`config.mk`:
```
export PLATFORM = sky130hd
export DESIGN_NAME = mult_seq_tr
export DESIGN_NICKNAME = d
export VERILOG_FILES = /design/src/rtl/mult_tr_pkg.sv /design/src/rtl/mult_shift_add_core.sv /design/src/rtl/mult_seq_tr.sv
export SDC_FILE = /design/constraint.sdc
export NUM_CORES = 1
export LEC_CHECK = 0
export CAP_MARGIN = 0
export CORE_ASPECT_RATIO = 1.4
export CORE_MARGIN = 4
export CORE_UTILIZATION = 55
export DETAILED_ROUTE_END_ITERATION = 10
export HOLD_SLACK_MARGIN = 0.12
export MAX_ROUTING_LAYER = met4
export PLACE_DENSITY = 0.78
export SLEW_MARGIN = 20
export SYNTH_ARGS = -nofsm -noshare
export SYNTH_HDL_FRONTEND = slang
export SYNTH_SLANG_ARGS = --single-unit
```
`constraint.sdc`:
```
create_clock -name clk -period 3.2 [get_ports clk]
set_input_delay 0.64 -clock clk [delete_from_list [all_inputs] [get_ports clk]]
set_output_delay 0.64 -clock clk [all_outputs]
set_load 0.01 [all_outputs]
```
`src/rtl/mult_tr_pkg.sv`:
```
// Shared types and latency helpers for the time-redundant sequential multiplier.
// Latency helpers count edges from the accept edge to the first out_valid cycle.
package mult_tr_pkg;

  typedef enum logic [2:0] {
    IDLE  = 3'd0,
    PASS1 = 3'd1,
    PASS2 = 3'd2,
    CHECK = 3'd3,
    OUT   = 3'd4
  } state_t;

  localparam int DEF_WIDTH = 4;
  localparam int PW        = 2 * DEF_WIDTH;

  function automatic int lat_cycles(input int width, input int redundant);
    return (redundant != 0) ? (2 * width + 2) : (width + 2);
  endfunction

  function automatic int retry_cycles(input int width);
    return 2 * width + 1;
  endfunction

endpackage

```
`src/rtl/mult_shift_add_core.sv`:
```
// One shift-add multiply pass: start loads operands and folds in bit 0.
// Result is valid with the one-cycle done pulse, WIDTH cycles after start.
module mult_shift_add_core #(
  parameter int WIDTH = 4
) (
  input  logic                 clk,
  input  logic                 rst_n,
  input  logic                 start,
  input  logic [WIDTH-1:0]     mcand,
  input  logic [WIDTH-1:0]     mplier,
  output logic                 done,
  output logic [2*WIDTH-1:0]   result
);

  localparam int PW = 2 * WIDTH;
  localparam int CW = (WIDTH > 2) ? $clog2(WIDTH) : 1;
  localparam logic [CW-1:0] LAST = CW'(WIDTH - 1);

  logic [PW-1:0]    acc;
  logic [PW-1:0]    mc;
  logic [WIDTH-1:0] mr;
  logic [CW-1:0]    cnt;
  logic             run;

  always_ff @(posedge clk or negedge rst_n) begin
    if (!rst_n) begin
      acc  <= '0;
      mc   <= '0;
      mr   <= '0;
      cnt  <= '0;
      run  <= 1'b0;
      done <= 1'b0;
    end else begin
      done <= 1'b0;
      if (start) begin
        // the load edge doubles as the bit-0 step so a pass spans exactly WIDTH edges
        acc <= mplier[0] ? {{WIDTH{1'b0}}, mcand} : '0;
        mc  <= {{(WIDTH-1){1'b0}}, mcand, 1'b0};
        mr  <= {1'b0, mplier[WIDTH-1:1]};
        cnt <= CW'(1);
        run <= 1'b1;
      end else if (run) begin
        if (mr[0]) acc <= acc + mc;
        mc  <= mc << 1;
        mr  <= mr >> 1;
        cnt <= cnt + CW'(1);
        if (cnt == LAST) begin
          run  <= 1'b0;
          done <= 1'b1;
        end
      end
    end
  end

  assign result = acc;

endmodule

```
`src/rtl/mult_seq_tr.sv`:
```
// Time-redundant WIDTHxWIDTH multiplier: two swapped-operand passes, compare, retry.
// Holds out_valid/product/err until out_ready; in_ready only in IDLE, so no overlap.
module mult_seq_tr
  import mult_tr_pkg::*;
#(
  parameter int WIDTH     = DEF_WIDTH,
  parameter int REDUNDANT = 1,
  parameter int RETRY_MAX = 1,
  parameter int CNT_W     = 8
) (
  input  logic                 clk,
  input  logic                 rst_n,
  input  logic                 in_valid,
  output logic                 in_ready,
  input  logic [WIDTH-1:0]     a,
  input  logic [WIDTH-1:0]     b,
  input  logic                 fi_arm,
  input  logic                 fi_persist,
  input  logic [2*WIDTH-1:0]   fi_mask,
  output logic                 out_valid,
  input  logic                 out_ready,
  output logic [2*WIDTH-1:0]   product,
  output logic                 err,
  output logic                 busy,
  output logic [CNT_W-1:0]     err_cnt
);

  localparam int MW = 2 * WIDTH;

  state_t           state;
  logic [WIDTH-1:0] a_q, b_q;
  logic             arm_q, pers_q;
  logic [MW-1:0]    mask_q;
  logic [2:0]       attempt;
  logic [MW-1:0]    r1, r2;
  logic             kick;

  logic             core_start, core_done;
  logic [WIDTH-1:0] core_mcand, core_mplier;
  logic [MW-1:0]    core_res;
  logic             use_mask, mismatch, can_retry;

  assign use_mask  = pers_q | (arm_q & (attempt == 3'd0));
  assign mismatch  = (REDUNDANT != 0) && (r1 != r2);
  assign can_retry = (attempt < 3'(RETRY_MAX));

  // pass 2 runs with the operands swapped; every other start is a pass 1
  always_comb begin
    core_start  = kick;
    core_mcand  = a_q;
    core_mplier = b_q;
    if (state == PASS1 && core_done && REDUNDANT != 0) begin
      core_start  = 1'b1;
      core_mcand  = b_q;
      core_mplier = a_q;
    end else if (state == CHECK && mismatch && can_retry) begin
      core_start  = 1'b1;
    end
  end

  mult_shift_add_core #(.WIDTH(WIDTH)) u_core (
    .clk    (clk),
    .rst_n  (rst_n),
    .start  (core_start),
    .mcand  (core_mcand),
    .mplier (core_mplier),
    .done   (core_done),
    .result (core_res)
  );

  always_ff @(posedge clk or negedge rst_n) begin
    if (!rst_n) begin
      state     <= IDLE;
      a_q       <= '0;
      b_q       <= '0;
      arm_q     <= 1'b0;
      pers_q    <= 1'b0;
      mask_q    <= '0;
      attempt   <= '0;
      r1        <= '0;
      r2        <= '0;
      kick      <= 1'b0;
      product   <= '0;
      err       <= 1'b0;
      out_valid <= 1'b0;
      err_cnt   <= '0;
    end else begin
      case (state)
        IDLE: if (in_valid) begin
          a_q     <= a;
          b_q     <= b;
          arm_q   <= fi_arm;
          pers_q  <= fi_persist;
          mask_q  <= fi_mask;
          attempt <= '0;
          kick    <= 1'b1;
          state   <= PASS1;
        end
        PASS1: begin
          kick <= 1'b0;
          if (core_done) begin
            r1    <= core_res ^ (use_mask ? mask_q : '0);
            state <= (REDUNDANT != 0) ? PASS2 : CHECK;
          end
        end
        PASS2: if (core_done) begin
          r2    <= core_res;
          state <= CHECK;
        end
        CHECK: begin
          if (!mismatch) begin
            product   <= (REDUNDANT != 0) ? r2 : r1;
            err       <= 1'b0;
            out_valid <= 1'b1;
            state     <= OUT;
          end else begin
            if (err_cnt != '1) err_cnt <= err_cnt + CNT_W'(1);
            if (can_retry) begin
              attempt <= attempt + 3'd1;
              state   <= PASS1;
            end else begin
              product   <= r2;
              err       <= 1'b1;
              out_valid <= 1'b1;
              state     <= OUT;
            end
          end
        end
        OUT: if (out_ready) begin
          out_valid <= 1'b0;
          state     <= IDLE;
        end
        default: state <= IDLE;
      endcase
    end
  end

  assign in_ready = (state == IDLE);
  assign busy     = (state != IDLE);

endmodule

```
# Yosys cells after proc, flatten, opt, wreduce, memory -nomap -nowiden
# Index checks and enable logic that the tools add are counted.
# totals
register_bits	83
# op_classes
addsub	4
order_cmp	1
eq_ne	15
muxes	41
n_bitwise	3
n_reduce_logical	21
# op_table
op	n
$mux W8	8
$mux W3	9
$mux W4	5
$pmux W3 S5	1
$mux W1	13
$reduce_and A2 Y1	6
$ne A2 B2 Y1 const B	5
$reduce_bool A2 Y1	5
$add A8 B1 Y8 const B	1
$add A8 B8 Y8	1
$ne A8 B8 Y1	1
$ne A8 B8 Y1 const B	1
$reduce_and A4 Y1	2
$xor A8 B8 Y8	1
$eq A3 B2 Y1 const B	2
$logic_not A3 Y1	2
$pmux W3 S2	1
$reduce_and A3 Y1	2
$mux W2	2
$ne A2 B1 Y1 const B	2
$pmux W1 S2	2
$add A3 B1 Y3 const B	1
$eq A3 B1 Y1 const B	1
$eq A3 B3 Y1 const B	1
other kinds (8)	10

# Logic depth before layout (Yosys ltp)
# depth
depth_word	7
ltp_mapped	9
depth_no_buf	7

# Modules after synthesis
# From an unflattened synthesis, not the netlist that was laid out.
# hier_totals
hier_cells	371
hier_area_um2	3945.0
# modules_own_cells
mod	instances	cells_each	area_each_um2
mult_seq_tr	1	259	2732.6
mult_shift_add_core	1	112	1212.4

# Worst setup path after synthesis
# Ideal clock, no wire load.
# synth_path
path_type	register -> register
start	register u_core.acc[1], in the netlist u_core.result[1]
end	register u_core.acc[5], in the netlist u_core.result[5]
setup_ns	0.077
arrival_ns	1.740
required_ns	3.123
path_slack_ns	1.383
path_stages_with_launch	7
period_less_slack_ns	1.817
cell_sequence	dfrtp_1 > ha_1 > fa_1 > a211oi_1 > nor2_1 > or3_1 > a21oi_1
# synth_between
elab_chain_len	4
# synth_rtl
item	line_no	rtl
start: declaration	mult_shift_add_core.sv:19	logic [PW-1:0] acc;
start signal: assignment	mult_shift_add_core.sv:37	acc <= mplier[0] ? {{WIDTH{1'b0}}, mcand} : '0;
start signal: assignment	mult_shift_add_core.sv:43	if (mr[0]) acc <= acc + mc;
$add A8 B8 Y8	mult_shift_add_core.sv:43	
$mux W8	mult_shift_add_core.sv:43	
$mux W8	mult_shift_add_core.sv:42	end else if (run) begin
$mux W8	mult_shift_add_core.sv:35	if (start) begin
# No other way between the ends. The select of a mux whose other input is x is not followed.
# A chain may end at the register's enable or synchronous reset.

# Worst setup path in the final report
# layout_path
start	register state[0]
end	output port in_ready
# layout_between
elab_chain_len	1
# layout_rtl
item	line_no	rtl
start: declaration	mult_seq_tr.sv:30	state_t state;
start signal: assignment	mult_seq_tr.sv:103	state <= (REDUNDANT != 0) ? PASS2 : CHECK;
$logic_not A3 Y1	mult_seq_tr.sv:138	assign in_ready = (state == IDLE);
end: declaration	mult_seq_tr.sv:14	output logic in_ready,
# No other way between the ends.

==> reports/results.txt <==
outcome: complete, no violations
largest cells by area after synthesis: dfrtp_1 (50%), mux2_2 (7.8%), nand2_1 (3.4%)
grt ovf: 0
count of final hold-check violations: 0
Main synth FF type: dfrtp_1
CP Class: reg -> out
RSZ-0062 raised after global routing: false
row count: 36
Routed Antenna Nets: 0
end of the worst register-to-register path: u_core.result[1]
Slowest-stage cell, CP: clkdlybuf4s50_1
Distinct cells, synth: 46
largest net degree at the start of global routing: 82
vias in the first global route: 2842
vias: 2811
combinational share of power: 0.024
Routed WL: 8.00 mm
worst skew pair latency: 360 ps
synthesized area per cell: 11.3 µm²
DP Area: 0.00446 mm²
worst-margin pin slew: 768 ps
initial antenna violation count: 0
final std cells w/o fill: 493
Bufs and invs on worst path: 1
initial core utilization: 0.572
I/O pin total: 42
area occupied by registers: 0.00203 mm²
iteration count of the initial detailed-routing pass: 4
Peak VDD IR: 433 µV
Residual DRC: 0
1st-iter DRT viols: 147
number of register bits inferred by synthesis: 81
Wirelength per Cell: 16.2 µm
Internal: 1.51 mW
CP max FO: 12
Worst Hold Class: in -> async
number of stages on the worst setup path: 2
Worst Setup EP: in_ready
layout cells sized above 1: 0.136
die height: 109 µm
switching share of power: 0.205
Critical R2R Launch: state[2]
setup slack, reg-to-reg: 1130 ps
Sw Pwr: 0.390 mW
leakage: 2.24 nW
Clock Power Share: 0.437
CP Cell Sequence: nor3_1, clkdlybuf4s50_1
Placed Cells: 477
Reg power frac: 0.539
relative slew slack: 0.486
Max Fclk: 413 MHz
hold buffers post-CTS: 0
final period utilization: 0.756
clock buffer depth: 2
GRT Resource Usage Total: 0.211
# setup viols final: 0
Final min period: 2420 ps
startpoint types: register
Data required, critical path: 2560 ps
CTS Buf Count: 9
CP startpoint: state[0]
power per cell area: 405 mW/mm²
H-tree lvl count: 3
clock sinks: 81
global-route wire length before repair: 13.6 mm
Critical Path AT: 1780 ps
post-synth top area cell: dfrtp_1
Critical Path Sink Type: output pin
Via density: 5.70
postcts setup bufs: 0
Core ar.: 0.00703 mm²
area of the multi-input gates: 0.00186 mm²
DP HPWL: 5.80 mm
Resized cells post-CTS: 0
Ys Warns: 0
setup TNS: 0 ps
Root Buffer: clkbuf_8
global placer's final weighted congestion: 0.849
IO buf count: 41
Cells after Synth: 355
Die Width: 80.2 µm
P&R area growth vs syn: 16.7%
syn nets: 388
CP top delay family: buffers and inverters
synthesized cell area: 0.00402 mm²
post-route cell area: 0.00469 mm²
die area: 0.00876 mm²
CTS tree: done
ANT cells: 0
delay of the slowest critical-path stage: 600 ps
clock slew at reported path FFs: 80 ps
number of synthesized flops with an enable pin: 0
R2R depth: 4
final setup skew: 7.49 ps
number of fill cells in the layout: 585
Max Transition Viols Final: 0
Post-synth ARST share: 1.00
fin nets: 426
sequential area share after synthesis: 0.505
Max-cap violations: 0
share of the synthesized area in the top cell type: 0.505
[registers in the layout (all words and copies together) (netlist names), 3 cells and up]
signal         flops
a_q                4
b_q                4
r1                 8
u_core.mc          7
err_cnt            8
mask_q             8
state              3
u_core.mr          3
r2                 8
product            8
attempt            3
u_core.result      8
[per-stage QoR]
step                      power (mW)  utilization  worst slack (ps)  hold slack, ps
after floorplan                 1.04            -              1380             344
after global placement          1.09        0.635              1150             470
after CTS                       1.92        0.667               739             480
after global routing            1.97        0.667               674             380
final                           1.90        0.667               781             298
after detailed placement        1.09        0.635              1110             477
[power by group through the flow]
stage / registers (mW) / logic (mW) / clock network (mW)
after floorplan: 1.04 / 0.00100 / 0
after global placement: 1.04 / 0.0459 / 0
after detailed placement: 1.04 / 0.0463 / 0
after CTS: 1.02 / 0.0464 / 0.848
after global routing: 1.02 / 0.0518 / 0.895
final: 1.02 / 0.0453 / 0.830
[logic make-up (layout without fill, tap and decap cells)]
logic type	after synthesis	after routing	share of synthesized area
mux	48	48	0.131
compound gates	65	65	0.105
simple gates	99	99	0.133
buf+inv	25	68	0.0333
fa+ha+maj	11	11	0.0361
xor+xnor	26	26	0.0567
flops	81	81	0.505
[worst min-delay path by stage]
| stage | cells past startpoint | endpoint |
|---|---|---|
| detailed placement | 1 | product[3] |
| global placement | 1 | product[6] |
| finish | 1 | product[4] |
| CTS | 1 | product[7] |
| floorplan | 0 | a_q[0] |
| global route | 1 | r2[3] |
[synth_stat cells, types with 3 or more instances]
cell type	number
dfrtp_1	81
nand2_1	36
mux2_2	28
o21ai_0	18
a21oi_1	15
nor2_1	15
xor2_1	15
mux2i_1	11
nand3_1	11
xnor2_1	11
and3_1	10
ha_1	10
clkbuf_1	9
mux2_1	9
inv_1	8
a2111oi_0	6
a21o_1	5
nor2b_1	5
nor3_1	5
o31ai_1	5
buf_6	4
nor4b_1	4
a31oi_1	3
[layout make-up]
type | count | share of cell area
clock inverters | 4 | 0.0163
well taps | 95 | 0.0254
inverters | 8 | 0.00641
clock buffers | 12 | 0.0310
repair buffers | 44 | 0.0926
flip-flops and latches | 81 | 0.432
multi-input cells | 249 | 0.396
[per-layer routing]
layer  global-route usage  up-vias  wire length, µm
met5                    -        -                0
met4                0.100        0              216
met3               0.0463       14              271
met2                0.347       61             4230
met1                0.246     1399             3280
li1                     -     1337                -
[layout by cell type, fill, tap and decap left out, drive strengths merged, types with 5 or more instances in the layout]
cell type      Yosys  routed
mux2i             11      11
a21oi             16      16
clkdlybuf4s50      0      40
nor3               5       5
dfrtp             81      81
xnor2             11      11
mux2              37      37
o31ai              5       5
ha                10      10
xor2              15      15
clkbuf             9      12
inv                8       8
a21o               5       5
a2111oi            6       6
nand3             12      12
nor2b              5       5
and3              10      10
nor2              15      15
o21ai             18      18
nand2             36      36
[worst reg2reg max path: stages (launching register included)]
cell     delay [ps]
dfrtp_1         460
nor2_1          240
nand3_1         590
nand3_4         470
mux2i_1         230
Power figures use the tool's default switching activity.
